[config.mk]
export PLATFORM = sky130hd
export DESIGN_NAME = mos6502s_indirect_fetch
export DESIGN_NICKNAME = d
export VERILOG_FILES = /design/src/rtl/mos6502s_indirect_fetch.sv
export SDC_FILE = /design/constraint.sdc
export NUM_CORES = 1
export LEC_CHECK = 0
export BUFFER_PORTS_ARGS = -buffer_cell sky130_fd_sc_hd__buf_2
export CAP_MARGIN = 10
export CORE_AREA = 5 5 102 104
export CTS_CLUSTER_SIZE = 28
export DETAILED_ROUTE_END_ITERATION = 12
export DIE_AREA = 0 0 107 109
export PLACE_DENSITY = 0.59
export SLEW_MARGIN = 20
export SYNTH_ARGS = -nofsm -noshare
export SYNTH_HDL_FRONTEND = slang
export SYNTH_SLANG_ARGS = --single-unit
[constraint.sdc]
create_clock -name clk -period 4.7 [get_ports clk]
set_clock_uncertainty 0.2 [all_clocks]
set_input_delay 0.235 -clock clk [delete_from_list [all_inputs] [get_ports clk]]
set_output_delay 0.235 -clock clk [all_outputs]
set_load 0.02 [all_outputs]
[src/rtl/mos6502s_indirect_fetch.sv]
// ---------------------------------------------------------------------------
// mos6502s_indirect_fetch
//
// Pointer-fetch stage that sits directly upstream of the address generator.
// For the indirect addressing modes it reads the two pointer bytes from
// memory over a ready-qualified read port. It then presents them as
// indirect_lo / indirect_hi. Non-indirect modes complete without touching
// memory.
//
//   mode 9 : JMP (abs)   ptr = {operand_hi, operand_lo}
//   mode A : (zp,X)      ptr = {8'h00, operand_lo + x_reg}
//   mode B : (zp),Y      ptr = {8'h00, operand_lo}
//
// Parameters
//   NMOS_JMP_BUG  1: the JMP (abs) high-byte read wraps inside the page.
//                 0: the carry ripples into the page (CMOS behaviour).
//
// Ports
//   clk          in   rising-edge clock
//   rst_n        in   asynchronous active-low reset
//   start        in   begin a fetch (sampled only while idle)
//   flush        in   synchronous abort back to idle
//   mode [3:0]   in   addressing mode (address generator encoding)
//   operand_lo   in   instruction operand low byte
//   operand_hi   in   instruction operand high byte
//   x_reg        in   X index register
//   mem_rd       out  read request
//   mem_addr     out  read address
//   mem_rdata    in   read data, valid with mem_ready
//   mem_ready    in   read completes on an edge with mem_rd & mem_ready
//   indirect_lo  out  fetched pointer low byte
//   indirect_hi  out  fetched pointer high byte
//   busy         out  high in every state except IDLE
//   done         out  one-cycle completion pulse
//
// All outputs are registered.
// ---------------------------------------------------------------------------
// state       | meaning
// ------------+-------------------------------------------------------------
// ST_IDLE     | waiting for start
// ST_FETCH_LO | read of pointer low byte outstanding (mem_rd=1)
// ST_FETCH_HI | read of pointer high byte outstanding (mem_rd=1)
// ST_DONE     | done pulse cycle, returns to IDLE
// ---------------------------------------------------------------------------
module mos6502s_indirect_fetch #(
    parameter bit NMOS_JMP_BUG = 1'b1
) (
    input  logic        clk,
    input  logic        rst_n,
    input  logic        start,
    input  logic        flush,
    input  logic [3:0]  mode,
    input  logic [7:0]  operand_lo,
    input  logic [7:0]  operand_hi,
    input  logic [7:0]  x_reg,
    output logic        mem_rd,
    output logic [15:0] mem_addr,
    input  logic [7:0]  mem_rdata,
    input  logic        mem_ready,
    output logic [7:0]  indirect_lo,
    output logic [7:0]  indirect_hi,
    output logic        busy,
    output logic        done
);

    localparam logic [3:0] MODE_JMP_IND  = 4'h9;
    localparam logic [3:0] MODE_ZPX_IND  = 4'hA;
    localparam logic [3:0] MODE_ZP_IND_Y = 4'hB;

    typedef enum logic [1:0] {
        ST_IDLE     = 2'd0,
        ST_FETCH_LO = 2'd1,
        ST_FETCH_HI = 2'd2,
        ST_DONE     = 2'd3
    } state_t;

    state_t      state_q, state_d;

    // Latched transaction context; only the pointer and the mode are
    // needed after the start cycle.
    logic [3:0]  mode_q, mode_d;
    logic [15:0] ptr_q, ptr_d;

    logic        mem_rd_d;
    logic [15:0] mem_addr_d;
    logic [7:0]  indirect_lo_d;
    logic [7:0]  indirect_hi_d;
    logic        busy_d;
    logic        done_d;

    logic        start_is_indirect;
    logic [7:0]  zpx_sum;
    logic [15:0] start_ptr;
    logic [7:0]  ptr_lo_inc;
    logic [15:0] ptr_hi_addr;

    // -----------------------------------------------------------------
    // Pointer arithmetic
    // -----------------------------------------------------------------
    assign start_is_indirect = (mode == MODE_JMP_IND) ||
                               (mode == MODE_ZPX_IND) ||
                               (mode == MODE_ZP_IND_Y);

    // 8-bit add: (zp,X) never leaves page zero.
    assign zpx_sum = operand_lo + x_reg;

    always_comb begin
        start_ptr = {8'h00, operand_lo};
        case (mode)
            MODE_JMP_IND:  start_ptr = {operand_hi, operand_lo};
            MODE_ZPX_IND:  start_ptr = {8'h00, zpx_sum};
            MODE_ZP_IND_Y: start_ptr = {8'h00, operand_lo};
            default:       start_ptr = {8'h00, operand_lo};
        endcase
    end

    assign ptr_lo_inc = ptr_q[7:0] + 8'd1;

    // Address of the pointer high byte. Zero-page pointers always wrap
    // inside page zero. JMP (abs) either reproduces the NMOS page-wrap
    // bug or carries into the page byte.
    always_comb begin
        ptr_hi_addr = {8'h00, ptr_lo_inc};
        if (mode_q == MODE_JMP_IND) begin
            if (NMOS_JMP_BUG) begin
                ptr_hi_addr = {ptr_q[15:8], ptr_lo_inc};
            end else begin
                ptr_hi_addr = ptr_q + 16'd1;
            end
        end
    end

    // -----------------------------------------------------------------
    // State and output registers
    // -----------------------------------------------------------------
    always_ff @(posedge clk or negedge rst_n) begin
        if (!rst_n) begin
            state_q     <= ST_IDLE;
            mode_q      <= 4'h0;
            ptr_q       <= 16'h0000;
            mem_rd      <= 1'b0;
            mem_addr    <= 16'h0000;
            indirect_lo <= 8'h00;
            indirect_hi <= 8'h00;
            busy        <= 1'b0;
            done        <= 1'b0;
        end else begin
            state_q     <= state_d;
            mode_q      <= mode_d;
            ptr_q       <= ptr_d;
            mem_rd      <= mem_rd_d;
            mem_addr    <= mem_addr_d;
            indirect_lo <= indirect_lo_d;
            indirect_hi <= indirect_hi_d;
            busy        <= busy_d;
            done        <= done_d;
        end
    end

    // -----------------------------------------------------------------
    // Next-state logic
    // -----------------------------------------------------------------
    always_comb begin
        state_d = state_q;
        if (flush) begin
            state_d = ST_IDLE;
        end else begin
            case (state_q)
                ST_IDLE: begin
                    if (start) begin
                        state_d = start_is_indirect ? ST_FETCH_LO : ST_DONE;
                    end
                end
                ST_FETCH_LO: begin
                    if (mem_ready) begin
                        state_d = ST_FETCH_HI;
                    end
                end
                ST_FETCH_HI: begin
                    if (mem_ready) begin
                        state_d = ST_DONE;
                    end
                end
                ST_DONE: begin
                    state_d = ST_IDLE;
                end
                default: begin
                    state_d = ST_IDLE;
                end
            endcase
        end
    end

    // -----------------------------------------------------------------
    // Output / datapath next values
    // -----------------------------------------------------------------
    always_comb begin
        mode_d        = mode_q;
        ptr_d         = ptr_q;
        mem_rd_d      = mem_rd;
        mem_addr_d    = mem_addr;
        indirect_lo_d = indirect_lo;
        indirect_hi_d = indirect_hi;

        if (flush) begin
            // A read completing on the flush edge is dropped; mem_addr
            // simply keeps its last value.
            mem_rd_d = 1'b0;
        end else begin
            case (state_q)
                ST_IDLE: begin
                    if (start) begin
                        mode_d = mode;
                        ptr_d  = start_ptr;
                        if (start_is_indirect) begin
                            mem_rd_d   = 1'b1;
                            mem_addr_d = start_ptr;
                        end
                    end
                end
                ST_FETCH_LO: begin
                    if (mem_ready) begin
                        indirect_lo_d = mem_rdata;
                        mem_addr_d    = ptr_hi_addr;
                    end
                end
                ST_FETCH_HI: begin
                    if (mem_ready) begin
                        indirect_hi_d = mem_rdata;
                        mem_rd_d      = 1'b0;
                    end
                end
                ST_DONE: begin
                end
                default: begin
                    mem_rd_d = 1'b0;
                end
            endcase
        end

        // busy/done are registered copies of the state being entered so
        // they line up exactly with the state register.
        busy_d = (state_d != ST_IDLE);
        done_d = (state_d == ST_DONE);
    end

endmodule

==> impl_metrics.json <==
{
  "synth_top_flop_cell": "dfrtp_1",
  "end_kind": "flop",
  "yosys_warnings": 0,
  "p_leak_nw": 1.85,
  "gr-usage-met1_pct": 16.9,
  "irDropWorstVdd_mv": 0.163,
  "clock.fmax_mhz": 424,
  "postLayoutSetupSlackWorst_ns": 2.34,
  "antenna_found_initial": 0,
  "routabilityCongestion": 0.711,
  "grt_busiest_layer": "met2",
  "drv_cap": 0,
  "slew_headroom_pct": 38.5,
  "die_w_um": 107,
  "syn_nets": 347,
  "synth_edf_count": 0,
  "cts_max_level": 3,
  "post-route-min-period_ns": 2.36,
  "grt_use_met2_pct": 21.1,
  "viasPerCell": 4.90,
  "synthTopCellsByCount": "57 x dfrtp_1, 42 x nand2_1, 21 x o21ai_1",
  "netlist_instances": 297,
  "coreArea_sq_um": 9460,
  "fin_tns_setup_ns": 0,
  "start_util_pct": 32.1,
  "clock_latency_ns": 0.33,
  "p_int_mw": 1.12,
  "critPathMaxStageDelay_ns": 0.54,
  "numCtsBuffers": 9,
  "boundaryPins": 76,
  "p_clk_share_pct": 30.3,
  "ys_async_sr_fraction_pct": 100,
  "syn_area_sq_um": 3040,
  "dpl_cell_area_sq_um": 3500,
  "synthMostInstantiatedCell": "dfrtp_1",
  "powerDensity_nw_per_um2": 421,
  "cp_max_fo": 33,
  "wl_per_cell_um": 14.0,
  "post-cts-setup-buffer-count": 0,
  "finalHoldViolations": 0,
  "diodes": 0,
  "drt_iter0_markers": 96,
  "p_sw_share_pct": 32.7,
  "grt_usage_pct": 13.0,
  "use_met3_pct": 4.20,
  "cts_tree": "done",
  "status": "completed",
  "grt_pass1_vias": 2602,
  "synthDistinctLibCells": 60,
  "clk_pin_slew_ns": 0.07,
  "drive_gt1_share_pct": 29.9,
  "overflow": 0,
  "rsz0062_at_grt": "false",
  "port_buffers": 75,
  "vias": 2510,
  "cts.sink_count": 57,
  "syn_avg_cell_area_sq_um": 10.2,
  "critical_path_arrival_ns": 2.37,
  "cts_root_buf": "clkbuf_8",
  "nNetsFinal": 443,
  "path_cells": "dlygate4sd3_1, buf_2, nand2b_4, o41ai_4, nand2_4, nor2_8, mux2_1",
  "grt_max_degree": 58,
  "p_comb_share_pct": 28.5,
  "drc": 0,
  "grt_pass1_wl_mm": 12.1,
  "finalWirelength_mm": 7.15,
  "die_area_sq_um": 11700,
  "start_kind": "input pin",
  "row_count": 36,
  "areaGrowthSynthToFinish_pct": 29.6,
  "ant_nets": 0,
  "ys_ff_latch": 57,
  "worst_pin_slew_ns": 0.919,
  "critPathKind": "in -> reg",
  "die_h_um": 109,
  "critPathSlowestCell": "dlygate4sd3_1",
  "dp_hpwl_mm": 5.34,
  "required_ns": 4.71,
  "design_area_sq_um": 3940,
  "synth_top_area_share_pct": 46.9,
  "p_switching_uw": 543,
  "seq_area_frac_synth_pct": 46.9,
  "synth_top_area_cell": "dfrtp_1",
  "seq_power_share_pct": 41.2,
  "drv_slew": 0,
  "synth.top_cells.by_area": "dfrtp_1 47%, nand2_1 5.2%, mux2_2 4.8%",
  "finalSetupViolCount": 0,
  "hp-class": "in -> reg",
  "dr.pass1.iters": 4,
  "ff2ff_setup_slack_ns": 2.38,
  "fin_crit_sh_pct": 50.2,
  "pre_cts_slack_ns": 2.35,
  "cts.path.max_buffers": 2
}
## registers in the layout (all words and copies together), names as in the netlist
register     flops
mem_rd           1
done             1
busy             1
state_q          2
ptr_q           16
mem_addr        16
indirect_lo      8
mode_q           4
indirect_hi      8
## critical path: cells and delay by family
family                 cells  cell delay (ns)
AO/OA/AOI/OAI              1             0.37
buffers and inverters      2             0.68
AND/OR/NAND/NOR            3             0.74
multiplexers               1             0.34
## per-stage QoR
| stage | util [%] | power (mW) | hold WS [ns] | cells |
|---|---|---|---|---|
| finish | 41.7 | 1.66 | 0.0280 | 512 |
| floorplan | - | 0.985 | -0.261 | 297 |
| CTS | 41.7 | 1.68 | 0.0125 | 512 |
| global placement | 37.0 | 1.15 | 0.220 | 474 |
| detailed placement | 37.0 | 1.16 | 0.220 | 474 |
| global route | 41.7 | 1.76 | 0.0232 | 512 |
## final timing paths
check / start / to / cells past startpoint
setup / recovery: mode[2] / indirect_lo[4]$_DFFE_PN0P_ / 7
min in group asynchronous: rst_n / mem_addr[15]$_DFFE_PN0P_ / 3
max in group asynchronous: rst_n / indirect_lo[4]$_DFFE_PN0P_ / 3
hold / removal: mode[1] / mode_q[1]$_DFFE_PN0P_ / 2
setup reg to reg: state_q[0]$_DFF_PN0_ / ptr_q[7]$_DFFE_PN0P_ / 4
hold reg to reg: indirect_lo[0]$_DFFE_PN0P_ / indirect_lo[0]$_DFFE_PN0P_ / 1
## area by class of cell
class | instances | area [sq um]
flip-flops and latches | 57 | 1430
multi-input cells | 222 | 1530
inverters | 5 | 18.8
clock buffers | 11 | 141
clock inverters | 5 | 78.8
fillers | 961 | 5520
repair buffers | 98 | 603
well taps | 114 | 143
## placed cells by master (no fill, tap or decap), types with 9 or more instances in the layout
cell type	n
o21ai_0	9
dfrtp_1	57
mux2_2	13
o21ai_1	21
nor2_1	19
dlygate4sd3_1	22
a21oi_1	13
buf_2	75
clkbuf_8	10
nand2_1	42
## power by group through the flow
stage	Combinational, mW	Sequential (mW)	Clock (mW)
final	0.473	0.684	0.502
after detailed placement	0.466	0.694	0
after global placement	0.459	0.690	0
after floorplan	0.200	0.785	0
after global routing	0.522	0.699	0.539
after CTS	0.481	0.684	0.517
## kinds of logic (layout without fill, tap and decap cells)
kind of cell | count (synthesis) | after routing | share of synthesized area (%)
adder cells (fa/ha/maj) | 9 | 9 | 3.95
multiplexers | 25 | 25 | 9.09
XOR/XNOR | 7 | 7 | 2.02
AND/OR/NAND/NOR | 101 | 101 | 17.3
flip-flops | 57 | 57 | 46.9
buffers and inverters | 18 | 119 | 2.76
AO/OA/AOI/OAI | 80 | 80 | 18.0
## repair_timing
action                    in CTS  in global routing
hold buffers                  22                  0
gates resized for setup        0                  0
hold endpoints to repair      90                  0
## layer usage
layer / share of wire (%) / routed length [um] / up-vias
li1: - / - / 1282
met1: 48 / 3460 / 1154
met2: 45 / 3190 / 68
met3: 6.0 / 432 / 6
met4: 0.87 / 62 / 0
met5: 0 / 0 / -
(Power assumes the default switching activity.)
